===== src/rtl/apb_gpio_ctrl.sv =====
// APB3 GPIO controller: per-pin direction, atomic set/clear/toggle of outputs,
// two-flop input synchroniser with optional debounce filter, and per-pin
// level/edge interrupts with write-1-to-clear status.
module apb_gpio_ctrl #(
  parameter int          IO_NUM          = 8,
  parameter int          DEBOUNCE_CYCLES = 0,
  parameter logic [31:0] OUT_RESET       = 32'h0,
  parameter logic [31:0] OE_RESET        = 32'h0
) (
  input  logic              PCLK,
  input  logic              PRESET,
  input  logic              PSEL,
  input  logic              PENABLE,
  input  logic              PWRITE,
  input  logic [7:0]        PADDR,
  input  logic [31:0]       PWDATA,
  output logic [31:0]       PRDATA,
  output logic              PREADY,
  output logic              PSLVERR,
  input  logic [IO_NUM-1:0] GPIO_IN,
  output logic [IO_NUM-1:0] GPIO_OUT,
  output logic [IO_NUM-1:0] GPIO_OE,
  output logic [IO_NUM-1:0] INT,
  output logic              INT_OR
);

  // Word offsets (PADDR[7:2]) of the register map.
  localparam logic [5:0] W_OUT      = 6'd0;
  localparam logic [5:0] W_OUT_SET  = 6'd1;
  localparam logic [5:0] W_OUT_CLR  = 6'd2;
  localparam logic [5:0] W_OUT_TGL  = 6'd3;
  localparam logic [5:0] W_OE       = 6'd4;
  localparam logic [5:0] W_IN       = 6'd5;
  localparam logic [5:0] W_INT_EN   = 6'd6;
  localparam logic [5:0] W_INT_EDGE = 6'd7;
  localparam logic [5:0] W_INT_POL  = 6'd8;
  localparam logic [5:0] W_INT_BOTH = 6'd9;
  localparam logic [5:0] W_INT_STAT = 6'd10;

  logic [5:0]        word;
  logic              mapped;
  logic              wr_en;
  logic [IO_NUM-1:0] wdata;
  logic [IO_NUM-1:0] rdata;
  logic              unused_bits;

  logic [IO_NUM-1:0] out_q, out_d;
  logic [IO_NUM-1:0] oe_q, oe_d;
  logic [IO_NUM-1:0] en_q, en_d;
  logic [IO_NUM-1:0] edge_q, edge_d;
  logic [IO_NUM-1:0] pol_q, pol_d;
  logic [IO_NUM-1:0] both_q, both_d;
  logic [IO_NUM-1:0] stat_q, stat_d;
  logic [IO_NUM-1:0] s1_q, s2_q, fdly_q;
  logic [IO_NUM-1:0] filt;
  logic [IO_NUM-1:0] evt;
  logic [IO_NUM-1:0] w1c;

  assign word        = PADDR[7:2];
  assign mapped      = (word <= W_INT_STAT);
  assign wr_en       = PSEL & PENABLE & PWRITE & mapped;
  assign wdata       = PWDATA[IO_NUM-1:0];
  // Byte-lane bits and write data above the pin count carry no meaning here.
  assign unused_bits = ^{PADDR[1:0], PWDATA};

  assign PREADY   = 1'b1;
  assign PSLVERR  = PSEL & PENABLE & ~mapped;
  assign GPIO_OUT = out_q;
  assign GPIO_OE  = oe_q;
  assign INT      = stat_q & en_q;
  assign INT_OR   = |INT;

  // Read mux: purely combinational, no side effects; idle bus reads 0.
  always_comb begin
    rdata = '0;
    case (word)
      W_OUT:      rdata = out_q;
      W_OE:       rdata = oe_q;
      W_IN:       rdata = filt;
      W_INT_EN:   rdata = en_q;
      W_INT_EDGE: rdata = edge_q;
      W_INT_POL:  rdata = pol_q;
      W_INT_BOTH: rdata = both_q;
      W_INT_STAT: rdata = stat_q;
      default:    rdata = '0;
    endcase
  end

  assign PRDATA = PSEL ? 32'(rdata) : 32'h0;

  // Next state of the software-writable control registers.
  always_comb begin
    out_d  = out_q;
    oe_d   = oe_q;
    en_d   = en_q;
    edge_d = edge_q;
    pol_d  = pol_q;
    both_d = both_q;
    if (wr_en) begin
      case (word)
        W_OUT:      out_d  = wdata;
        W_OUT_SET:  out_d  = out_q | wdata;
        W_OUT_CLR:  out_d  = out_q & ~wdata;
        W_OUT_TGL:  out_d  = out_q ^ wdata;
        W_OE:       oe_d   = wdata;
        W_INT_EN:   en_d   = wdata;
        W_INT_EDGE: edge_d = wdata;
        W_INT_POL:  pol_d  = wdata;
        W_INT_BOTH: both_d = wdata;
        default:    ;
      endcase
    end
  end

  // Interrupt events and status: an event always wins over a same-cycle W1C,
  // so a persisting level keeps its status bit set.
  always_comb begin
    evt = (edge_q & both_q & (filt ^ fdly_q))
        | (edge_q & ~both_q & pol_q & filt & ~fdly_q)
        | (edge_q & ~both_q & ~pol_q & ~filt & fdly_q)
        | (~edge_q & ~(filt ^ pol_q));
    w1c    = (wr_en && word == W_INT_STAT) ? wdata : '0;
    stat_d = (stat_q & ~w1c) | evt;
  end

  // Register bank, synchroniser and delayed filtered input.
  always_ff @(posedge PCLK) begin
    if (PRESET) begin
      out_q  <= OUT_RESET[IO_NUM-1:0];
      oe_q   <= OE_RESET[IO_NUM-1:0];
      en_q   <= '0;
      edge_q <= '0;
      pol_q  <= '0;
      both_q <= '0;
      stat_q <= '0;
      s1_q   <= '0;
      s2_q   <= '0;
      fdly_q <= '0;
    end else begin
      out_q  <= out_d;
      oe_q   <= oe_d;
      en_q   <= en_d;
      edge_q <= edge_d;
      pol_q  <= pol_d;
      both_q <= both_d;
      stat_q <= stat_d;
      s1_q   <= GPIO_IN;
      s2_q   <= s1_q;
      fdly_q <= filt;
    end
  end

  generate
    if (DEBOUNCE_CYCLES == 0) begin : g_bypass
      assign filt = s2_q;
    end else begin : g_debounce
      localparam logic [15:0] CNT_LAST = 16'(DEBOUNCE_CYCLES - 1);
      for (genvar gi = 0; gi < IO_NUM; gi++) begin : g_pin
        logic        filt_q, filt_d;
        logic [15:0] cnt_q, cnt_d;

        // Filtered value only follows s2 after it differs for CNT_LAST+1 edges.
        always_comb begin
          filt_d = filt_q;
          cnt_d  = cnt_q;
          if (s2_q[gi] == filt_q) begin
            cnt_d = '0;
          end else if (cnt_q == CNT_LAST) begin
            filt_d = s2_q[gi];
            cnt_d  = '0;
          end else begin
            cnt_d = cnt_q + 16'd1;
          end
        end

        // Debounce state; reset discards any partial count.
        always_ff @(posedge PCLK) begin
          if (PRESET) begin
            filt_q <= 1'b0;
            cnt_q  <= '0;
          end else begin
            filt_q <= filt_d;
            cnt_q  <= cnt_d;
          end
        end

        assign filt[gi] = filt_q;
      end
    end
  endgenerate

endmodule


===== config.mk =====
export PLATFORM = sky130hd
export DESIGN_NAME = apb_gpio_ctrl
export DESIGN_NICKNAME = d
export VERILOG_FILES = /design/src/rtl/apb_gpio_ctrl.sv
export SDC_FILE = /design/constraint.sdc
export NUM_CORES = 1
export LEC_CHECK = 0
export CORE_MARGIN = 4
export CORE_UTILIZATION = 30
export DETAILED_ROUTE_END_ITERATION = 8
export GPL_TIMING_DRIVEN = 0
export SLEW_MARGIN = 20
export SYNTH_ARGS = -nofsm -noshare
export SYNTH_HDL_FRONTEND = slang
export SYNTH_SLANG_ARGS = --single-unit

===== constraint.sdc =====
create_clock -name PCLK -period 4.2 [get_ports PCLK]
set_input_delay 0.63 -clock PCLK [delete_from_list [all_inputs] [get_ports PCLK]]
set_output_delay 0.63 -clock PCLK [all_outputs]
set_load 0.02 [all_outputs]

==> metrics.txt <==
Hold Startpoint=s1_q[6]; CTS sink count=80; vias per cell=4.97; status=completed; worst slew pin tran=953 ps; die area=16400 um2; Post-Syn Area=4330 um2; Fin. Hold Viols=0; Pleak=2.36 nW; first-pass GRT wire length=19.9 mm; layout cells sized above 1=12.3%; 1st-iter DRT viols=237; root buf cell=clkbuf_16; Crit path largest cell delay=770 ps; slowest stage cell, crit path=o211ai_1; core area=14000 um2; cell mode on critical path=clkdlybuf4s50_1; Seq/Total Area, Yosys=37.0%; Critical path origin=PADDR[3]; fill cell count=1429; Yosys top cell area share=37.0%; H-tree depth=3; Die Ht=128 um; post-synthesis cell type count=42; Final Slew Violations=0; Routed WL per cell=17.8 um; Post-synth EDFFs=0; max_cap viols=0; final worst path period share=94.8%; drc violations=0; Ports=112; ys flop type=dfxtp_1; Synth area leaders=dfxtp_1 37%, mux2i_1 13%, nor2b_1 4.9%, ha_1 4.6%, buf_4 4.5%; iteration count of the initial detailed-routing pass=5; Worst Path Arrival=3350 ps; min-delay worst type=reg -> reg; Hold-fix buffers, CTS=0; final core utilization=39.7%; RSZ-0062 raised after global routing=no; Peak VDD IR=0.000147 V; Hold Path Stages=1; critical path class=in -> out; dpl hpwl=9.40 mm; Min-Delay Endpoint=filt[6]; Port Buffers=58; std cell rows=43; CP endpoint kind=output pin; die width=128 um; reg2reg path depth=5; Area growth syn-to-layout=28.3%; crit-path max FO=10; Starting Density=31.0%; asr flop ratio synth=0%; PwrDens=337 nW/um2; Final min period=3980 ps; NumNets Final=627; Critical R2R Capture=GPIO_OUT[3]; cts repair resizes=0; Final setup viols=0; initial antenna violation count=0; Reg2Reg Setup Slack=2580 ps; CTS tree=yes; Final Skew=3.54 ps; Worst Setup Start Kind=input pin; Syn Inst Count=466; ANT cells=0; Post-DRT Antenna Nets=0; Critical R2R Launch=GPIO_OUT[3]; area occupied by multi-input gates=2430 um2; worst path cell trace=clkdlybuf4s50_1, buf_2, a21boi_0, o21ba_2, o211ai_1, a21oi_1, clkdlybuf4s50_1; Register Area=1600 um2; Post-synth top cells=80 x dfxtp_1, 58 x mux2i_1, 52 x nor2_1, 34 x nor2b_1, 26 x buf_4; number of synthesized register bits=80; CTS clk-pin slew, worst paths=60 ps; yosys warns=0; Setup TNS=0 ps; largest net degree at the start of global routing=14; Clk Latency, worst-skew pair=340 ps; max_slew headroom=36.2%; Overflow after GRT=0; Total Wirelength=13.2 mm; top-count cell post-synth=dfxtp_1; RD Place Congestion=0.887; vias in the first global route=3480; Vias=3686; GRT Util Overall=15.9%; worst path required time=3570 ps; area leader, netlist=dfxtp_1; CTS Buf Count=9; CTS Buffer Depth=2; Syn Area/Cell=9.30 um2; Post-CTS Setup Inserts=0; max frequency=251 MHz
==> report_power, final <==
| part | switching (mW) | leakage (nW) | internal, mW |
|---|---|---|---|
| logic | 0.108 | 1.55 | 0.0823 |
| clock network | 0.319 | 0.159 | 0.579 |
| registers | 0.0110 | 0.651 | 0.774 |
| total | 0.438 | 2.36 | 1.43 |
==> cell families (layout without fill, tap and decap cells) <==
family                     count (synthesis)  count (layout)  share of synthesized area, %
and+or+nand+nor                          151             151                          18.0
other                                      2              25                         0.173
AOI/OAI and AO/OA                         62              62                          9.73
xor gates and xnor gates                   9               9                          1.82
adders and majority gates                 16              16                          4.62
buffers and inverters                     73             146                          8.98
muxes                                     73              73                          19.7
DFF                                       80              80                          37.0
==> layout make-up <==
cell class | count | area share (%)
Multi-Input combinational cell | 336 | 43.7
Sequential cell | 80 | 28.8
Timing Repair Buffer | 58 | 10.4
Buffer | 49 | 5.38
Clock buffer | 10 | 4.12
Tap cell | 180 | 4.05
Clock inverter | 5 | 1.91
Inverter | 24 | 1.62
==> how the worst max path moves through the flow <==
| stage | slack, ps | cells after the start | endpoint |
|---|---|---|---|
| global route | 120 | 7 | PRDATA[4] |
| finish | 220 | 7 | PRDATA[7] |
| CTS | 250 | 7 | PRDATA[7] |
| detailed placement | 250 | 7 | PRDATA[7] |
| floorplan | 1490 | 6 | PRDATA[5] |
| global placement | 250 | 7 | PRDATA[1] |
==> per-stage QoR <==
step           setup WS (ps)  cell area [um2]  power [mW]  std cells  hold WS (ps)
2_1_floorplan           1490             4420       0.919        489           414
3_3_place_gp             245             5230       0.986        727           419
3_5_place_dp             247             5230       0.989        727           421
4_1_cts                  246             5560        1.88        742           436
5_1_grt                  117             5560        1.93        742           454
6_report                 220             5560        1.87        742           434
==> state kept, by name, indices dropped and copies added (netlist names) <==
signal    flops
GPIO_OE       8
fdly_q        8
edge_q        8
GPIO_OUT      8
filt          8
pol_q         8
s1_q          8
en_q          8
both_q        8
stat_q        8
==> critical path: cells and delay by family <==
kind / cells / cell delay, ps
AOI/OAI and AO/OA: 4 / 1280
buffers and inverters: 3 / 1440
==> layer usage <==
| layer | global-route usage (%) | routed length (um) | vias up |
|---|---|---|---|
| met5 | 0 | 0 | - |
| met4 | 5.93 | 318 | 0 |
| met3 | 2.71 | 1000 | 25 |
| met2 | 25.9 | 6130 | 153 |
| met1 | 21.2 | 5730 | 1744 |
| li1 | - | - | 1764 |
==> layout by cell type, fill, tap and decap left out, types with 10 or more instances in the layout <==
master | netlist | routed
nand2_1 | 15 | 15
nor2_1 | 52 | 52
clkbuf_1 | 13 | 14
mux2i_1 | 58 | 58
a31oi_1 | 16 | 16
ha_1 | 16 | 16
dfxtp_1 | 80 | 80
nor2b_1 | 34 | 34
conb_1 | 2 | 25
buf_4 | 26 | 26
nand3_1 | 10 | 10
inv_1 | 24 | 24
nor3_1 | 12 | 12
a21oi_1 | 10 | 10
o21ai_0 | 12 | 12
clkdlybuf4s50_1 | 0 | 58
Power figures use the tool's default switching activity.
